==> config.mk <==
export PLATFORM = sky130hd
export DESIGN_NAME = credit_fifo_tx_flat
export DESIGN_NICKNAME = d
export VERILOG_FILES = /design/src/rtl/pifo_link_pkg.sv /design/src/rtl/credit_fifo_tx_if.sv /design/src/rtl/credit_counter.sv /design/src/rtl/credit_fifo_tx.sv /design/src/flat_wrapper.sv
export SDC_FILE = /design/constraint.sdc
export NUM_CORES = 1
export LEC_CHECK = 0
export CORE_UTILIZATION = 35
export CTS_CLUSTER_SIZE = 14
export DETAILED_ROUTE_END_ITERATION = 8
export PLACE_DENSITY = 0.69
export SLEW_MARGIN = 10
export SYNTH_ARGS = -nofsm -noshare
export SYNTH_HDL_FRONTEND = slang
export SYNTH_HIERARCHICAL = 1
export SYNTH_SLANG_ARGS = --single-unit
==> constraint.sdc <==
create_clock -name clk -period 4.8 [get_ports clk]
set_input_delay 0.48 -clock clk [delete_from_list [all_inputs] [get_ports clk]]
set_output_delay 0.48 -clock clk [all_outputs]
set_load 0.05 [all_outputs]
==> src/rtl/pifo_link_pkg.sv <==
// Shared definitions for the credit-based link: credit-width helper and the
// link beat layout used by the transmit side.

// The beat struct depends on the instantiating module's DATA_WIDTH, which a
// package cannot take as a parameter, so the layout is provided as a macro
// that the module expands with its own width.
`define PIFO_LINK_BEAT_T(W) struct packed { logic valid; logic [(W)-1:0] data; }

package pifo_link_pkg;

    // Width needed to hold a count from 0 up to and including depth.
    function automatic int f__credit_width(input int depth);
        return $clog2(depth + 1);
    endfunction

endpackage : pifo_link_pkg

==> src/rtl/credit_fifo_tx_if.sv <==
// Signal bundle for credit_fifo_tx: upstream valid/ready, registered link,
// credit return path, clear and status.
//   master : the environment (upstream source and remote receiver)
//   slave  : the credit_fifo_tx block itself

interface credit_fifo_tx_if #(
    parameter int DATA_WIDTH = 64,
    parameter int CREDITS    = 3
);
    import pifo_link_pkg::*;

    localparam int CREDIT_WIDTH = f__credit_width(CREDITS);

    // Upstream handshake
    logic                    i__data_in_valid;
    logic [DATA_WIDTH-1:0]   i__data_in;
    logic                    o__data_in_ready;

    // Link toward the remote FIFO
    logic                    o__tx_valid;
    logic [DATA_WIDTH-1:0]   o__tx_data;

    // Credit return and shared clear
    logic                    i__credit_return;
    logic                    i__clear_all;

    // Status
    logic [CREDIT_WIDTH-1:0] o__credits;
    logic                    o__idle;
    logic                    o__credit_error;

    modport master (
        output i__data_in_valid,
        output i__data_in,
        input  o__data_in_ready,
        input  o__tx_valid,
        input  o__tx_data,
        output i__credit_return,
        output i__clear_all,
        input  o__credits,
        input  o__idle,
        input  o__credit_error
    );

    modport slave (
        input  i__data_in_valid,
        input  i__data_in,
        output o__data_in_ready,
        output o__tx_valid,
        output o__tx_data,
        input  i__credit_return,
        input  i__clear_all,
        output o__credits,
        output o__idle,
        output o__credit_error
    );

endinterface : credit_fifo_tx_if

==> src/rtl/credit_counter.sv <==
// Up/down credit counter that resets and clears to NUM_CREDITS, saturates
// at NUM_CREDITS and flags an attempted increment past that value.

module credit_counter #(
    parameter int NUM_CREDITS = 3,
    parameter int COUNT_WIDTH = 2
) (
    input  logic                   clk,
    input  logic                   reset,
    input  logic                   i__clear,
    input  logic                   i__dec,
    input  logic                   i__inc,
    output logic [COUNT_WIDTH-1:0] o__count,
    output logic [COUNT_WIDTH-1:0] o__count__next,
    output logic                   o__overflow
);

    localparam logic [COUNT_WIDTH-1:0] FULL = COUNT_WIDTH'(NUM_CREDITS);

    // Next count: clear wins; a simultaneous inc and dec cancel out.
    always_comb begin
        // NOTE: every output of this block gets a default first, so no path
        // leaves it unassigned and no latch is inferred.
        o__count__next = o__count;
        o__overflow    = 1'b0;
        if (i__clear) begin
            o__count__next = FULL;
        end else if (i__dec && !i__inc) begin
            o__count__next = o__count - 1'b1;
        end else if (i__inc && !i__dec) begin
            if (o__count == FULL) begin
                o__overflow = 1'b1;
            end else begin
                o__count__next = o__count + 1'b1;
            end
        end
    end

    // Count register; reset returns all credits home.
    always_ff @(posedge clk or posedge reset) begin
        // NOTE: sequential state is written with non-blocking assignments so
        // every register samples its inputs from before this clock edge.
        if (reset) begin
            o__count <= FULL;
        end else begin
            o__count <= o__count__next;
        end
    end

endmodule : credit_counter

==> src/rtl/credit_fifo_tx.sv <==
// Transmit end of a credit-based link. Words are accepted upstream only
// while a remote FIFO slot is known to be free, so the registered link
// never needs backpressure.

module credit_fifo_tx
    import pifo_link_pkg::*;
#(
    parameter int DATA_WIDTH = 64,
    parameter int CREDITS    = 3
) (
    input  logic             clk,
    input  logic             reset,
    credit_fifo_tx_if.slave  bus
);

    localparam int CREDIT_WIDTH = f__credit_width(CREDITS);
    localparam logic [CREDIT_WIDTH-1:0] FULL_CREDITS = CREDIT_WIDTH'(CREDITS);

    typedef `PIFO_LINK_BEAT_T(DATA_WIDTH) link_beat_t;

    link_beat_t              r__beat;
    logic [CREDIT_WIDTH-1:0] r__credits;
    logic [CREDIT_WIDTH-1:0] credits_next;
    logic                    r__credit_error;
    logic                    overflow;
    logic                    send;

    // Ready looks only at the registered count: a credit returned this cycle
    // can be spent next cycle. Clear and reset both block acceptance.
    assign bus.o__data_in_ready = (r__credits != '0) & ~bus.i__clear_all & ~reset;
    assign send                 = bus.i__data_in_valid & bus.o__data_in_ready;

    credit_counter #(
        .NUM_CREDITS (CREDITS),
        .COUNT_WIDTH (CREDIT_WIDTH)
    ) u_credit_counter (
        .clk            (clk),
        .reset          (reset),
        .i__clear       (bus.i__clear_all),
        .i__dec         (send),
        .i__inc         (bus.i__credit_return),
        .o__count       (r__credits),
        .o__count__next (credits_next),
        .o__overflow    (overflow)
    );

    // Link register: one-cycle launch of each accepted word; data holds
    // between beats. Clear never coincides with a send since ready is low.
    always_ff @(posedge clk or posedge reset) begin
        if (reset) begin
            r__beat <= '0;
        end else begin
            r__beat.valid <= send;
            if (send) begin
                r__beat.data <= bus.i__data_in;
            end
        end
    end

    // Sticky overflow flag, cleared only by reset or clear.
    always_ff @(posedge clk or posedge reset) begin
        if (reset) begin
            r__credit_error <= 1'b0;
        end else if (bus.i__clear_all) begin
            r__credit_error <= 1'b0;
        end else if (overflow) begin
            r__credit_error <= 1'b1;
        end
    end

    assign bus.o__tx_valid     = r__beat.valid;
    assign bus.o__tx_data      = r__beat.data;
    assign bus.o__credits      = r__credits;
    assign bus.o__credit_error = r__credit_error;
    assign bus.o__idle         = (r__credits == FULL_CREDITS) & ~r__beat.valid;

    // The counter saturates, so its next value never exceeds the depth.
    a_credits_bounded : assert property (
        @(posedge clk) disable iff (reset) credits_next <= FULL_CREDITS
    );

endmodule : credit_fifo_tx

==> src/flat_wrapper.sv <==
// flat-port wrapper written by rule: the top's interface ports become plain ports
module credit_fifo_tx_flat import pifo_link_pkg::*;
#(
    parameter int DATA_WIDTH = 64,
    parameter int CREDITS    = 3
)
  (clk, reset, bus_i__data_in_valid, bus_i__data_in, bus_o__data_in_ready, bus_o__tx_valid, bus_o__tx_data, bus_i__credit_return, bus_i__clear_all, bus_o__credits, bus_o__idle, bus_o__credit_error);
  credit_fifo_tx_if #(.DATA_WIDTH(DATA_WIDTH), .CREDITS(CREDITS)) bus_i ();
  input  logic clk;
  input  logic reset;
  input wire logic [$bits(bus_i.i__data_in_valid)-1:0] bus_i__data_in_valid;
  input wire logic [$bits(bus_i.i__data_in)-1:0] bus_i__data_in;
  output wire logic [$bits(bus_i.o__data_in_ready)-1:0] bus_o__data_in_ready;
  output wire logic [$bits(bus_i.o__tx_valid)-1:0] bus_o__tx_valid;
  output wire logic [$bits(bus_i.o__tx_data)-1:0] bus_o__tx_data;
  input wire logic [$bits(bus_i.i__credit_return)-1:0] bus_i__credit_return;
  input wire logic [$bits(bus_i.i__clear_all)-1:0] bus_i__clear_all;
  output wire logic [$bits(bus_i.o__credits)-1:0] bus_o__credits;
  output wire logic [$bits(bus_i.o__idle)-1:0] bus_o__idle;
  output wire logic [$bits(bus_i.o__credit_error)-1:0] bus_o__credit_error;
  assign bus_i.i__data_in_valid = bus_i__data_in_valid;
  assign bus_i.i__data_in = bus_i__data_in;
  assign bus_o__data_in_ready = bus_i.o__data_in_ready;
  assign bus_o__tx_valid = bus_i.o__tx_valid;
  assign bus_o__tx_data = bus_i.o__tx_data;
  assign bus_i.i__credit_return = bus_i__credit_return;
  assign bus_i.i__clear_all = bus_i__clear_all;
  assign bus_o__credits = bus_i.o__credits;
  assign bus_o__idle = bus_i.o__idle;
  assign bus_o__credit_error = bus_i.o__credit_error;
  credit_fifo_tx #(.DATA_WIDTH(DATA_WIDTH), .CREDITS(CREDITS)) u_core (.clk(clk), .reset(reset), .bus(bus_i));
endmodule
Yosys cells after proc, flatten, opt, wreduce, memory -nomap -nowiden
Index checks and enable logic that the tools add are counted. W data, S select, Z words.

$add $sub $neg: 2. Eq/ne operators: 2. Mux-type cells: 10. Bitwise logic cells: 7. Reductions and logical operators: 8.

Operator list (number): $mux W2 (4); $mux W1 (6); $and A1 B1 Y1 (4); $reduce_bool A2 Y1 (2); $ne A3 B3 Y1 const B (1); $not A1 Y1 (3); $reduce_bool A3 Y1 (1); $add A2 B1 Y2 const B (1); $eq A2 B2 Y1 const B (1); $logic_and A1 B1 Y1 (2); $logic_not A1 Y1 (2); $reduce_and A2 Y1 (1); $sub A2 B1 Y2 const B (1).

Register bits: 68. Output and inout port bits: 70.

Depth between registers and ports, before layout
Word-level depth: 11. Depth in mapped cells: 9. Mapped depth without buffers: 7.

Hierarchy
Netlist, hierarchy kept.

By module, submodules not included: credit_fifo_tx (times used 1, cells each 146, area each 2673.8 um^2, seq. area each 1651.6 um^2); credit_counter (times used 1, cells each 19, area each 176.4 um^2, seq. area each 52.6 um^2).

Least setup slack after synthesis
OpenSTA, ideal clock, no wires.

Kind: register to output. Start point: register u_core.u_credit_counter.o__count[1]. End point: output port bus_o__data_in_ready. Arrival: 1.877 ns. Data required time: 4.320 ns. Setup slack: 2.443 ns. Stages on the path, launching flop included: 3. Cell sequence: dfstp_2 -> nor2_1 -> nor3_1.

Word-level cells in the longest chain between the ends: 3.

Ends and longest elaborated chain: start: declaration (RTL line credit_counter.sv:13) `output logic [COUNT_WIDTH-1:0] o__count,`; start signal: assignment (RTL line credit_counter.sv:46) `o__count <= o__count__next;`; $reduce_bool A2 Y1 (RTL line credit_fifo_tx.sv:30) `assign bus.o__data_in_ready = (r__credits != '0) & ~bus.i__clear_all & ~reset;`; $and A1 B1 Y1 (2 in a row) (RTL line credit_fifo_tx.sv:30); end: declaration (RTL line flat_wrapper.sv:13) `output wire logic [$bits(bus_i.o__data_in_ready)-1:0] bus_o__data_in_ready;`.

Every way passes these cells.

Worst setup path in the final report
Start point: input port bus_i__clear_all. End point: register u_core.u_credit_counter.o__count[0].

Elaborated cells between the ends (all ways): 12. Those cells by class: 1 x eq/ne; 2 x mux; 4 x bitwise; 5 x reduce/logical.

RTL lines: start: declaration (RTL line flat_wrapper.sv:17) `input wire logic [$bits(bus_i.i__clear_all)-1:0] bus_i__clear_all;`; $not A1 Y1 (RTL line credit_fifo_tx.sv:30); $and A1 B1 Y1 (2 in a row) (RTL line credit_fifo_tx.sv:30); $and A1 B1 Y1 (RTL line credit_fifo_tx.sv:31) `assign send = bus.i__data_in_valid & bus.o__data_in_ready;`; via u_core.send (RTL line credit_fifo_tx.sv:26) `logic send;`; $logic_and A1 B1 Y1 (RTL line credit_counter.sv:28) `end else if (i__dec && !i__inc) begin`; $mux W2 (RTL line credit_counter.sv:28); $mux W2 (RTL line credit_counter.sv:26) `if (i__clear) begin`; via u_core.credits_next[0] (RTL line credit_fifo_tx.sv:23) `logic [CREDIT_WIDTH-1:0] credits_next;`.

The timed path passes the listed nets, and every way through them passes these cells. A chain may end at the register's enable or synchronous reset.

==> metrics <==
max capacitance violation total 0; CP endpoint kind flip-flop; CTS tree built; final worst slack 2.29 ns; routed wire length 6220 um; RSZ-0062 raised after global routing false; FILL cells 660; post-route ant nets 0; Post-Synth Adder-Cell Area 1.32%; CP arrival 2.78 ns; n_diodes 0; Clock Latency Late Sink 0.33 ns; worst vdd ir 0.250 mV; Met2 Wirelength 3150 um; share of cells above drive strength 1 27.5%; Synth cell types 19; Clk Tree Root Cell clkbuf_8; clock share of power 26.6%; fin crit period 2.51 ns; first-pass GRT wire length 9830 um; Met1 Wirelength 2620 um; worst slew pin tran 1.14 ns; r2r startpoint u_core/u_credit_counter/o__count[0]; Cells after Synth 165; GR Overflow Total 0; r2r endpoint u_core/bus.o__credit_error; mux contribution to synthesized area 31.7%; status complete, no violations; Die Area 8510 sq um; vias in the first global route 1916; register share of total power 34.0%; DRT iter0 DRCs 52; Wirelength per Cell 15.0 um; P_leak 2.10 nW; crit-path max FO 65; Core ar. 7810 sq um; crit-path cells clkdlybuf4s50_1, or4b_4, inv_1, nor2b_1, a22o_1, o21bai_2; Routability Congestion 0.760; crit share post-route 52.3%; Fin Clk Skew 0.00796 ns; worst hold path type flip-flop to flip-flop; synthesized area per cell 17.3 sq um; clk buf depth 2; FP Rows 32; largest family of logic cells by synthesized area multiplexers; beginning of the critical path bus_i__clear_all; I/O pins 139; Compound-Gate Fraction of Synth Area 1.45%; CP Buf/Inv Count 2; placed inst area 4290 sq um; Die Wd 92.2 um; Setup TNS Final 0 ns; Ys Warns 6; slowest stage delay, CP 0.90 ns; Fmax 398 MHz; initial antenna violation count 0; Slew HR 24.2%; Syn Std Cell Area 2850 sq um; top sig layer met4; Clock transition at path regs 0.07 ns; DR pass1 iterations 6; # DRC 0; I/O Buffers 138; overall routing resource usage 15.3%; endpoints failing hold 0; Post-Place Worst Slack 1.86 ns; delay-heaviest family, CP simple AND/OR/NAND/NOR gates; most frequent cells in the layout clkdlybuf4s50_1 (138), dfrtp_1 (66), mux2_4 (49), mux2_2 (15), clkbuf_8 (10); Post-CTS Hold Fix Bufs 0; Setup crit end u_core/u_credit_counter/o__count[0]; internal power 1.39 mW; Worst R2R Path Depth 7; Cell Count, Final, Fillers Out 415; initial core utilization 36.5%; setup bufs post-CTS 0; DP HPWL 4310 um; Design Area, Final 4540 sq um; PwrDens 476 nW/um^2; met3 WL 411 um; largest net degree at the start of global routing 66; flops & latches, synth 68; Post-Place Cells 399; worst hold slack 0.509 ns; Crit path depth 6; NetSw 0.771 mW; WP data required 5.07 ns; Area Overhead vs Synth 59.4%; H-tree Lvls 3; Die Height 92.2 um; switch share 35.6%; Post-CTS Resized 0; sequential share of the synthesized area 59.8%; Core Util, Final 58.2%; combinational share of power 39.4%; clock sinks 68; CP max stage cell or4b_4; Max Slew Vio Count 0; r2r setup slk 2.34 ns; TritonCTS Buffers 9; via count 1849; CP Launch Type primary input; Syn Nets 237; Setup CP Type primary input to flip-flop; commonest non-fill, non-tap cell in the layout clkdlybuf4s50_1; Finish-stage setup viols 0; Synth Area in XOR/XNOR 0%; post-route total power 2.16 mW; Post-Synth Simple-Gate Area 2.50%; Post-layout nets 380; drt via density 4.46
## area by class of cell
class	count	area (sq um)	area share, %
clock buffer	10	138	3.03
clock inverter	6	111	2.45
inverter	5	18.8	0.413
multi-input combinational	85	1050	23.2
sequential	68	1700	37.5
tap	102	128	2.81
timing repair buffer	139	1390	30.6
## worst reg2reg max path: stages, from the launching register on
cell	delay (ns)
dfstp_2	0.61
nor2_1	0.08
or4b_4	0.92
inv_1	0.31
nor2b_1	0.11
and3b_1	0.17
nor2_1	0.10
nor2_1	0.04
## flip-flops by register name, indices dropped and copies added (netlist names)
name / count
u_core/bus.o__tx_valid: 1
u_core/u_credit_counter/o__count: 2
u_core/bus.o__tx_data: 64
u_core/bus.o__credit_error: 1
## logic make-up (layout without fill, tap and decap cells)
logic type	Yosys count	count (layout)
DFF	68	68
adders and majority gates	3	3
AOI/OAI and AO/OA	5	5
muxes	64	64
buffers and inverters	12	160
and+or+nand+nor	13	13
## power groups by stage
stage	Clock (mW)	Sequential [mW]	Combinational, mW
finish	0.577	0.736	0.852
detailed placement	0	0.746	0.857
CTS	0.598	0.737	0.860
floorplan	0	1.12	0.175
global route	0.628	0.750	0.883
global placement	0	0.743	0.853
## worst min path at each step
stage                                         start                                  end  cells after the start
after global routing      u_core/bus.o__tx_data[60]            u_core/bus.o__tx_data[60]                      1
after global placement    u_core/bus.o__tx_data[18]            u_core/bus.o__tx_data[18]                      1
after detailed placement   u_core/bus.o__tx_data[2]             u_core/bus.o__tx_data[2]                      1
after CTS                  u_core/bus.o__tx_data[2]             u_core/bus.o__tx_data[2]                      1
final                      u_core/bus.o__tx_data[7]             u_core/bus.o__tx_data[7]                      1
after floorplan                               reset  u_core/u_credit_counter/o__count[0]                      1
## synth_stat cells
library cell	n	share of area, %
inv_1	5	0.66
nor2_1	5	0.66
a211oi_1	1	0.26
dfstp_2	2	1.8
ha_1	3	1.3
buf_6	6	2.4
a211o_1	1	0.31
or4b_4	1	0.48
a22o_1	1	0.31
dfrtp_1	66	58
and3b_1	1	0.31
buf_2	1	0.18
mux2_2	15	5.9
nor3_1	2	0.35
mux2_4	49	26
nand2_1	2	0.26
o21ai_0	1	0.18
nor2b_1	2	0.44
o21bai_2	1	0.40
## layer usage
layer | vias to the layer above | track usage [%]
li1 | 857 | -
met1 | 916 | 19.4
met2 | 71 | 24.3
met3 | 5 | 6.38
met4 | 0 | 3.91
met5 | - | 0
Note: power is estimated with default switching activity, not from simulation.
